[src/rtl/uart_frame_decoder_if.sv]
// Byte-stream input, held-frame read port and error pulses of the UART frame decoder.
// The decoder connects through the slave modport and its environment through the master modport.
interface uart_frame_decoder_if #(
  parameter int MAX_LEN = 16
);
  localparam int LW = $clog2(MAX_LEN + 1);
  localparam int AW = (MAX_LEN > 1) ? $clog2(MAX_LEN) : 1;

  logic [7:0]    rx_byte;
  logic          rx_complete;
  logic          frame_valid;
  logic [7:0]    frame_cmd;
  logic [LW-1:0] frame_len;
  logic          frame_ack;
  logic [AW-1:0] rd_addr;
  logic [7:0]    rd_data;
  logic          err_chk;
  logic          err_len;
  logic          err_timeout;
  logic          err_overrun;

  modport slave (
    input  rx_byte, rx_complete, frame_ack, rd_addr,
    output frame_valid, frame_cmd, frame_len, rd_data,
           err_chk, err_len, err_timeout, err_overrun
  );

  modport master (
    output rx_byte, rx_complete, frame_ack, rd_addr,
    input  frame_valid, frame_cmd, frame_len, rd_data,
           err_chk, err_len, err_timeout, err_overrun
  );
endinterface

[src/rtl/uart_frame_decoder.sv]
// Parses SOF, CMD, LEN, payload[LEN], CHK packets from the UART byte stream and holds
// each checksum-good frame in a payload buffer until the consumer acknowledges it.
module uart_frame_decoder #(
  parameter logic [7:0] SOF_BYTE       = 8'hA5,
  parameter int         MAX_LEN        = 16,
  parameter int         TIMEOUT_CYCLES = 50000
) (
  input logic                sourceClk,
  input logic                reset,
  uart_frame_decoder_if.slave bus
);
  localparam int LW = $clog2(MAX_LEN + 1);
  localparam int AW = (MAX_LEN > 1) ? $clog2(MAX_LEN) : 1;
  localparam int TW = (TIMEOUT_CYCLES > 1) ? $clog2(TIMEOUT_CYCLES) : 1;
  localparam logic [7:0]    MAX_LEN_B = 8'(MAX_LEN);
  localparam logic [TW-1:0] TMO_LAST  = TW'(TIMEOUT_CYCLES - 1);

  typedef enum logic [2:0] {
    ST_HUNT, ST_CMD, ST_LEN, ST_PAYLOAD, ST_CHK, ST_HOLD
  } state_t;

  state_t        state;
  logic [7:0]    cmd_r;
  logic [LW-1:0] len_r;
  logic [7:0]    sum;
  logic [AW-1:0] idx;
  logic [TW-1:0] tmo_cnt;
  logic [7:0]    buffer [MAX_LEN];

  wire sof_seen = bus.rx_complete && (bus.rx_byte == SOF_BYTE);

  // NOTE: all state here is sequential, so every assignment is non-blocking; a blocking
  // assignment would let later statements see the new value and race other always_ff blocks.
  always_ff @(posedge sourceClk) begin
    if (!reset) begin
      state           <= ST_HUNT;
      cmd_r           <= '0;
      len_r           <= '0;
      sum             <= '0;
      idx             <= '0;
      tmo_cnt         <= '0;
      bus.frame_valid <= 1'b0;
      bus.frame_cmd   <= '0;
      bus.frame_len   <= '0;
      bus.err_chk     <= 1'b0;
      bus.err_len     <= 1'b0;
      bus.err_timeout <= 1'b0;
      bus.err_overrun <= 1'b0;
    end else begin
      // Error flags are single-cycle pulses; the branches below raise them as needed.
      bus.err_chk     <= 1'b0;
      bus.err_len     <= 1'b0;
      bus.err_timeout <= 1'b0;
      bus.err_overrun <= 1'b0;

      case (state)
        ST_HUNT: begin
          if (sof_seen) begin
            state   <= ST_CMD;
            sum     <= '0;
            tmo_cnt <= '0;
          end
        end

        ST_HOLD: begin
          // An ack releases the frame and the same-cycle byte is judged as if in HUNT.
          if (bus.frame_ack) begin
            bus.frame_valid <= 1'b0;
            if (sof_seen) begin
              state   <= ST_CMD;
              sum     <= '0;
              tmo_cnt <= '0;
            end else begin
              state <= ST_HUNT;
            end
          end else if (bus.rx_complete) begin
            bus.err_overrun <= 1'b1;
          end
        end

        default: begin
          if (bus.rx_complete) begin
            tmo_cnt <= '0;
            case (state)
              ST_CMD: begin
                cmd_r <= bus.rx_byte;
                sum   <= bus.rx_byte;
                state <= ST_LEN;
              end
              ST_LEN: begin
                if (bus.rx_byte > MAX_LEN_B) begin
                  bus.err_len <= 1'b1;
                  state       <= ST_HUNT;
                end else begin
                  len_r <= bus.rx_byte[LW-1:0];
                  sum   <= sum + bus.rx_byte;
                  idx   <= '0;
                  state <= (bus.rx_byte == 8'd0) ? ST_CHK : ST_PAYLOAD;
                end
              end
              ST_PAYLOAD: begin
                sum <= sum + bus.rx_byte;
                idx <= idx + AW'(1);
                if (LW'(idx) == len_r - LW'(1)) state <= ST_CHK;
              end
              default: begin
                if (8'(sum + bus.rx_byte) == 8'd0) begin
                  bus.frame_cmd   <= cmd_r;
                  bus.frame_len   <= len_r;
                  bus.frame_valid <= 1'b1;
                  state           <= ST_HOLD;
                end else begin
                  bus.err_chk <= 1'b1;
                  state       <= ST_HUNT;
                end
              end
            endcase
          end else if (tmo_cnt == TMO_LAST) begin
            bus.err_timeout <= 1'b1;
            state           <= ST_HUNT;
          end else begin
            tmo_cnt <= tmo_cnt + TW'(1);
          end
        end
      endcase
    end
  end

  // NOTE: the payload array deliberately has no reset so it maps onto plain RAM; its
  // contents are only meaningful while frame_valid is high.
  always_ff @(posedge sourceClk) begin
    if (reset && state == ST_PAYLOAD && bus.rx_complete) buffer[idx] <= bus.rx_byte;
  end

  always_ff @(posedge sourceClk) begin
    if (!reset) bus.rd_data <= '0;
    else        bus.rd_data <= buffer[bus.rd_addr];
  end
endmodule

[src/flat_wrapper.sv]
// flat-port wrapper written by rule: the top's interface ports become plain ports
module uart_frame_decoder_flat 
#(
  parameter logic [7:0] SOF_BYTE       = 8'hA5,
  parameter int         MAX_LEN        = 16,
  parameter int         TIMEOUT_CYCLES = 50000
)
  (sourceClk, reset, bus_rx_byte, bus_rx_complete, bus_frame_ack, bus_rd_addr, bus_frame_valid, bus_frame_cmd, bus_frame_len, bus_rd_data, bus_err_chk, bus_err_len, bus_err_timeout, bus_err_overrun);
  uart_frame_decoder_if #(.MAX_LEN(MAX_LEN)) bus_i ();
  input logic sourceClk;
  input logic reset;
  input wire logic [$bits(bus_i.rx_byte)-1:0] bus_rx_byte;
  input wire logic [$bits(bus_i.rx_complete)-1:0] bus_rx_complete;
  input wire logic [$bits(bus_i.frame_ack)-1:0] bus_frame_ack;
  input wire logic [$bits(bus_i.rd_addr)-1:0] bus_rd_addr;
  output wire logic [$bits(bus_i.frame_valid)-1:0] bus_frame_valid;
  output wire logic [$bits(bus_i.frame_cmd)-1:0] bus_frame_cmd;
  output wire logic [$bits(bus_i.frame_len)-1:0] bus_frame_len;
  output wire logic [$bits(bus_i.rd_data)-1:0] bus_rd_data;
  output wire logic [$bits(bus_i.err_chk)-1:0] bus_err_chk;
  output wire logic [$bits(bus_i.err_len)-1:0] bus_err_len;
  output wire logic [$bits(bus_i.err_timeout)-1:0] bus_err_timeout;
  output wire logic [$bits(bus_i.err_overrun)-1:0] bus_err_overrun;
  assign bus_i.rx_byte = bus_rx_byte;
  assign bus_i.rx_complete = bus_rx_complete;
  assign bus_i.frame_ack = bus_frame_ack;
  assign bus_i.rd_addr = bus_rd_addr;
  assign bus_frame_valid = bus_i.frame_valid;
  assign bus_frame_cmd = bus_i.frame_cmd;
  assign bus_frame_len = bus_i.frame_len;
  assign bus_rd_data = bus_i.rd_data;
  assign bus_err_chk = bus_i.err_chk;
  assign bus_err_len = bus_i.err_len;
  assign bus_err_timeout = bus_i.err_timeout;
  assign bus_err_overrun = bus_i.err_overrun;
  uart_frame_decoder #(.SOF_BYTE(SOF_BYTE), .MAX_LEN(MAX_LEN), .TIMEOUT_CYCLES(TIMEOUT_CYCLES)) u_core (.sourceClk(sourceClk), .reset(reset), .bus(bus_i));
endmodule
[config.mk]
export PLATFORM = sky130hd
export DESIGN_NAME = uart_frame_decoder_flat
export DESIGN_NICKNAME = d
export VERILOG_FILES = /design/src/rtl/uart_frame_decoder_if.sv /design/src/rtl/uart_frame_decoder.sv /design/src/flat_wrapper.sv
export SDC_FILE = /design/constraint.sdc
export NUM_CORES = 1
export LEC_CHECK = 0
export CAP_MARGIN = 20
export CORE_MARGIN = 2
export CORE_UTILIZATION = 40
export DETAILED_ROUTE_END_ITERATION = 12
export HOLD_SLACK_MARGIN = 0.02
export PLACE_DENSITY = 0.67
export SYNTH_ARGS = -nofsm -noshare
export SYNTH_HDL_FRONTEND = slang
export SYNTH_SLANG_ARGS = --single-unit
[constraint.sdc]
create_clock -name sourceClk -period 5.8 [get_ports sourceClk]
set_input_delay 0.58 -clock sourceClk [delete_from_list [all_inputs] [get_ports sourceClk]]
set_output_delay 0.58 -clock sourceClk [all_outputs]
set_load 0.1 [all_outputs]
==> results.tsv <==
stage	metric	value	unit
global_route	first-pass GRT wire length	27.69	mm
final_layout	Antenna Cells	0	
sta	fin. max-slew vios	0	
cts	post_cts resized	0	
cts	post-CTS setup buffers	0	
placement	pre-CTS WS	1570	ps
final_layout	fin util	0.4676	
sta	Slew headroom	0.3352	
yosys	post-synth net total	658	
global_route	GRT Overall Usage	0.1611	
worst_setup_path	required time of the worst setup path	6150	ps
cts	Clock Sinks	198	
power_and_ir_drop	Net Sw Power	0.8102	mW
drt	DRT Wirelength	17.29	mm
yosys	Seq/Total Area, Yosys	0.6155	
worst_setup_path	reg2reg setup slack	2860	ps
worst_setup_path	worst-path fanout max	23	
placement	GP Congestion	0.8315	
cts	Max Buffers Root-to-Sink	2	
cts	H-tree Lvls	4	
power_and_ir_drop	P_leak	3.241	nW
die	initial cell density of the core	0.4067	
power_and_ir_drop	power share of the combinational group	0.121	
power_and_ir_drop	switching share of power	0.2624	
sta	RSZ-0062 raised after global routing	no	
die	die area	22490	um2
worst_setup_path	Worst Setup EP	u_core.bus.frame_cmd[7]	
cts	# hold bufs at CTS	0	
drt	Via density	5.456	
sta	final setup skew	14.17	ps
yosys	synthesized instance count	628	
worst_setup_path	crit path launch type	input pin	
yosys	ys flop type	edfxtp_1	
cts	CTS root buf	clkbuf_16	
cts	CTS buffer count	17	
final_layout	share of layout cells above drive strength 1	0.1492	
power_and_ir_drop	Seq pwr share	0.501	
sta	fin crit share	0.6556	
die	standard-cell rows	53	
global_route	vias in the first global route	5159	
global_route	GR Overflow Total	0	
die	Die H	150.0	um
sta	fin crit period	3802	ps
die	Core Box Area	20960	um2
worst_setup_path	CP Class	input pin to flop	
yosys	syn avg cell area	13.57	um2
yosys	Post-Syn Area	8522	um2
sta	Worst Setup Slack, final	1998	ps
drt	Routed Antenna Nets	0	
sta	setup tns final	0	ps
yosys	synthesized flop and latch total	198	
final_layout	Final nets	694	
worst_setup_path	worst flop-to-flop path startpoint	u_core.state[1]	
power_and_ir_drop	maximum vdd ir drop	0.2203	mV
placement	IO Port Bufs	41	
worst_hold_path	HP Class	flop to flop	
drt	Vias	5194	
sta	Worst-Margin Slew	994.1	ps
sta	Setup-failing EPs final	0	
yosys	Post-synth EDFFs	128	
yosys	Unique masters post-synth	65	
cts	CTS tree	done	
sta	Hold Vio Cnt, Final	0	
power_and_ir_drop	Internal	2.277	mW
power_and_ir_drop	Clk network pwr share	0.379	
worst_setup_path	RR Endpoint	u_core.buffer[5][1]	
worst_setup_path	R2R cell count	5	
sta	fmax	0.2630	GHz
placement	dpl hpwl	11.77	mm
global_route	initial antenna violation count	0	
drt	routed length per instance	18.16	um
cts	Worst-Skew Late Latency	440	ps
drt	First-pass DRT Iterations	5	
job	# Max-Cap Violations	0	
worst_setup_path	nature of the critical path endpoint	flop	
run_status	run status	finished, final reports clean	
power_and_ir_drop	power per cell area	315.1	nW/um2
worst_hold_path	hold_sp	u_core.cmd_r[2]	
worst_setup_path	Worst EP arrival	4150	ps
final_layout	synth-to-layout area growth	14.99	%
global_route	largest net degree at the start of global routing	47	
drt	post-route DRC violation count	0	
yosys	Ys Warns	0	
die	Ports	42	
worst_setup_path	launch point of the worst path	bus_rx_byte[0]	
yosys	ys async rst share	0	
die	die width	150.0	um
cts	clk slew on worst S/H paths	70	ps
drt	DRT iter0 DRCs	506	
-- cell type report --
type	instances	area (um2)
clock inverter	14	160.2
inverter	8	30.03
multi-input combinational	388	3112
sequential	198	5245
tap	275	344.1
timing repair buffer	51	479.2
fill	1831	11160
clock buffer	18	429.2
-- cells in the final DEF (no fill, tap or decap), types with 13 or more instances in the layout --
cell,n
a21oi_1,25
clkbuf_16,17
clkdlybuf4s50_1,39
dfxtp_1,70
edfxtp_1,128
ha_1,13
mux2i_1,20
mux4_2,40
nand2_1,66
nor2_1,57
xnor2_1,16
-- power by group through the flow --
stage	clock network [mW]	logic, mW	registers (mW)
2_1_floorplan	0	0.250	1.60
3_3_place_gp	0	0.355	1.58
3_5_place_dp	0	0.366	1.58
4_1_cts	1.19	0.368	1.55
5_1_grt	1.24	0.411	1.55
6_report	1.17	0.372	1.55
-- critical path, cell delays in order --
cell and delay, ps:
clkdlybuf4s50_1 820, ha_1 480, fa_1 440, a211oi_1 470, nor4b_1 110, nor4b_1 360, and2b_1 260, nand4_4 340
mux2i_1 270
-- through the flow --
| step | cell area, um2 | total power, mW | instances | hold WS [ps] |
|---|---|---|---|---|
| after floorplan | 8522 | 1.849 | 628 | 435.0 |
| after global placement | 9191 | 1.932 | 918 | 448.2 |
| after detailed placement | 9203 | 1.944 | 919 | 451.2 |
| after CTS | 9792 | 3.101 | 951 | 462.1 |
| after global routing | 9799 | 3.204 | 952 | 473.2 |
| final | 9799 | 3.087 | 952 | 460.0 |
-- state kept, by name (all words and copies together), names as in the netlist, 3 cells and up --
register,cells
u_core.tmo_cnt,16
u_core.bus.rd_data,8
u_core.buffer,128
u_core.idx,4
u_core.cmd_r,8
u_core.bus.frame_len,5
u_core.sum,8
u_core.len_r,5
u_core.bus.frame_cmd,8
u_core.state,3
-- synthesized netlist by cell type, types with 4 or more instances --
cell type	count	area, um2
edfxtp_1	128	3844
dfxtp_1	70	1401
nand2_1	66	247.7
nor2_1	57	214.0
mux4_2	40	900.9
a21oi_1	25	125.1
clkbuf_1	25	93.84
mux2i_1	20	200.2
xnor2_1	16	140.1
nor3_1	15	75.07
ha_1	13	162.7
and2_1	11	68.82
o21ai_0	11	55.05
nand2b_1	10	62.56
nor4_1	9	56.30
nand3_1	8	40.04
inv_1	7	26.28
nand4_1	7	43.79
a211oi_1	6	45.04
nor4b_1	6	52.55
buf_2	5	25.02
xor2_1	5	43.79
and3_1	4	25.02
nor2b_1	4	25.02
nor3b_1	4	30.03
-- cell families after synthesis --
family / Yosys count / share of synthesized area
xor+xnor: 21 / 0.02158
fa+ha+maj: 14 / 0.02144
simple gates: 222 / 0.1333
mux: 61 / 0.1305
compound gates: 70 / 0.05653
flops: 198 / 0.6155
buf+inv: 42 / 0.02114
-- worst min path at each step --
| stage | end | slack (ps) | depth (start not counted) |
|---|---|---|---|
| 6_report | u_core.cmd_r[2] | 460 | 2 |
| 4_1_cts | u_core.cmd_r[2] | 460 | 2 |
| 2_1_floorplan | u_core.bus.frame_cmd[0] | 430 | 2 |
| 3_3_place_gp | u_core.bus.frame_cmd[6] | 450 | 2 |
| 5_1_grt | u_core.cmd_r[2] | 470 | 2 |
| 3_5_place_dp | u_core.cmd_r[0] | 450 | 2 |
-- layer usage --
metal,wire [um],up-vias,global-route usage
met5,0,-,0
met4,167,0,0.04104
met3,577,19,0.03506
met2,9006,109,0.2838
met1,7538,2625,0.2014
li1,-,2441,-
No activity file was read; power rests on OpenSTA's default activity.
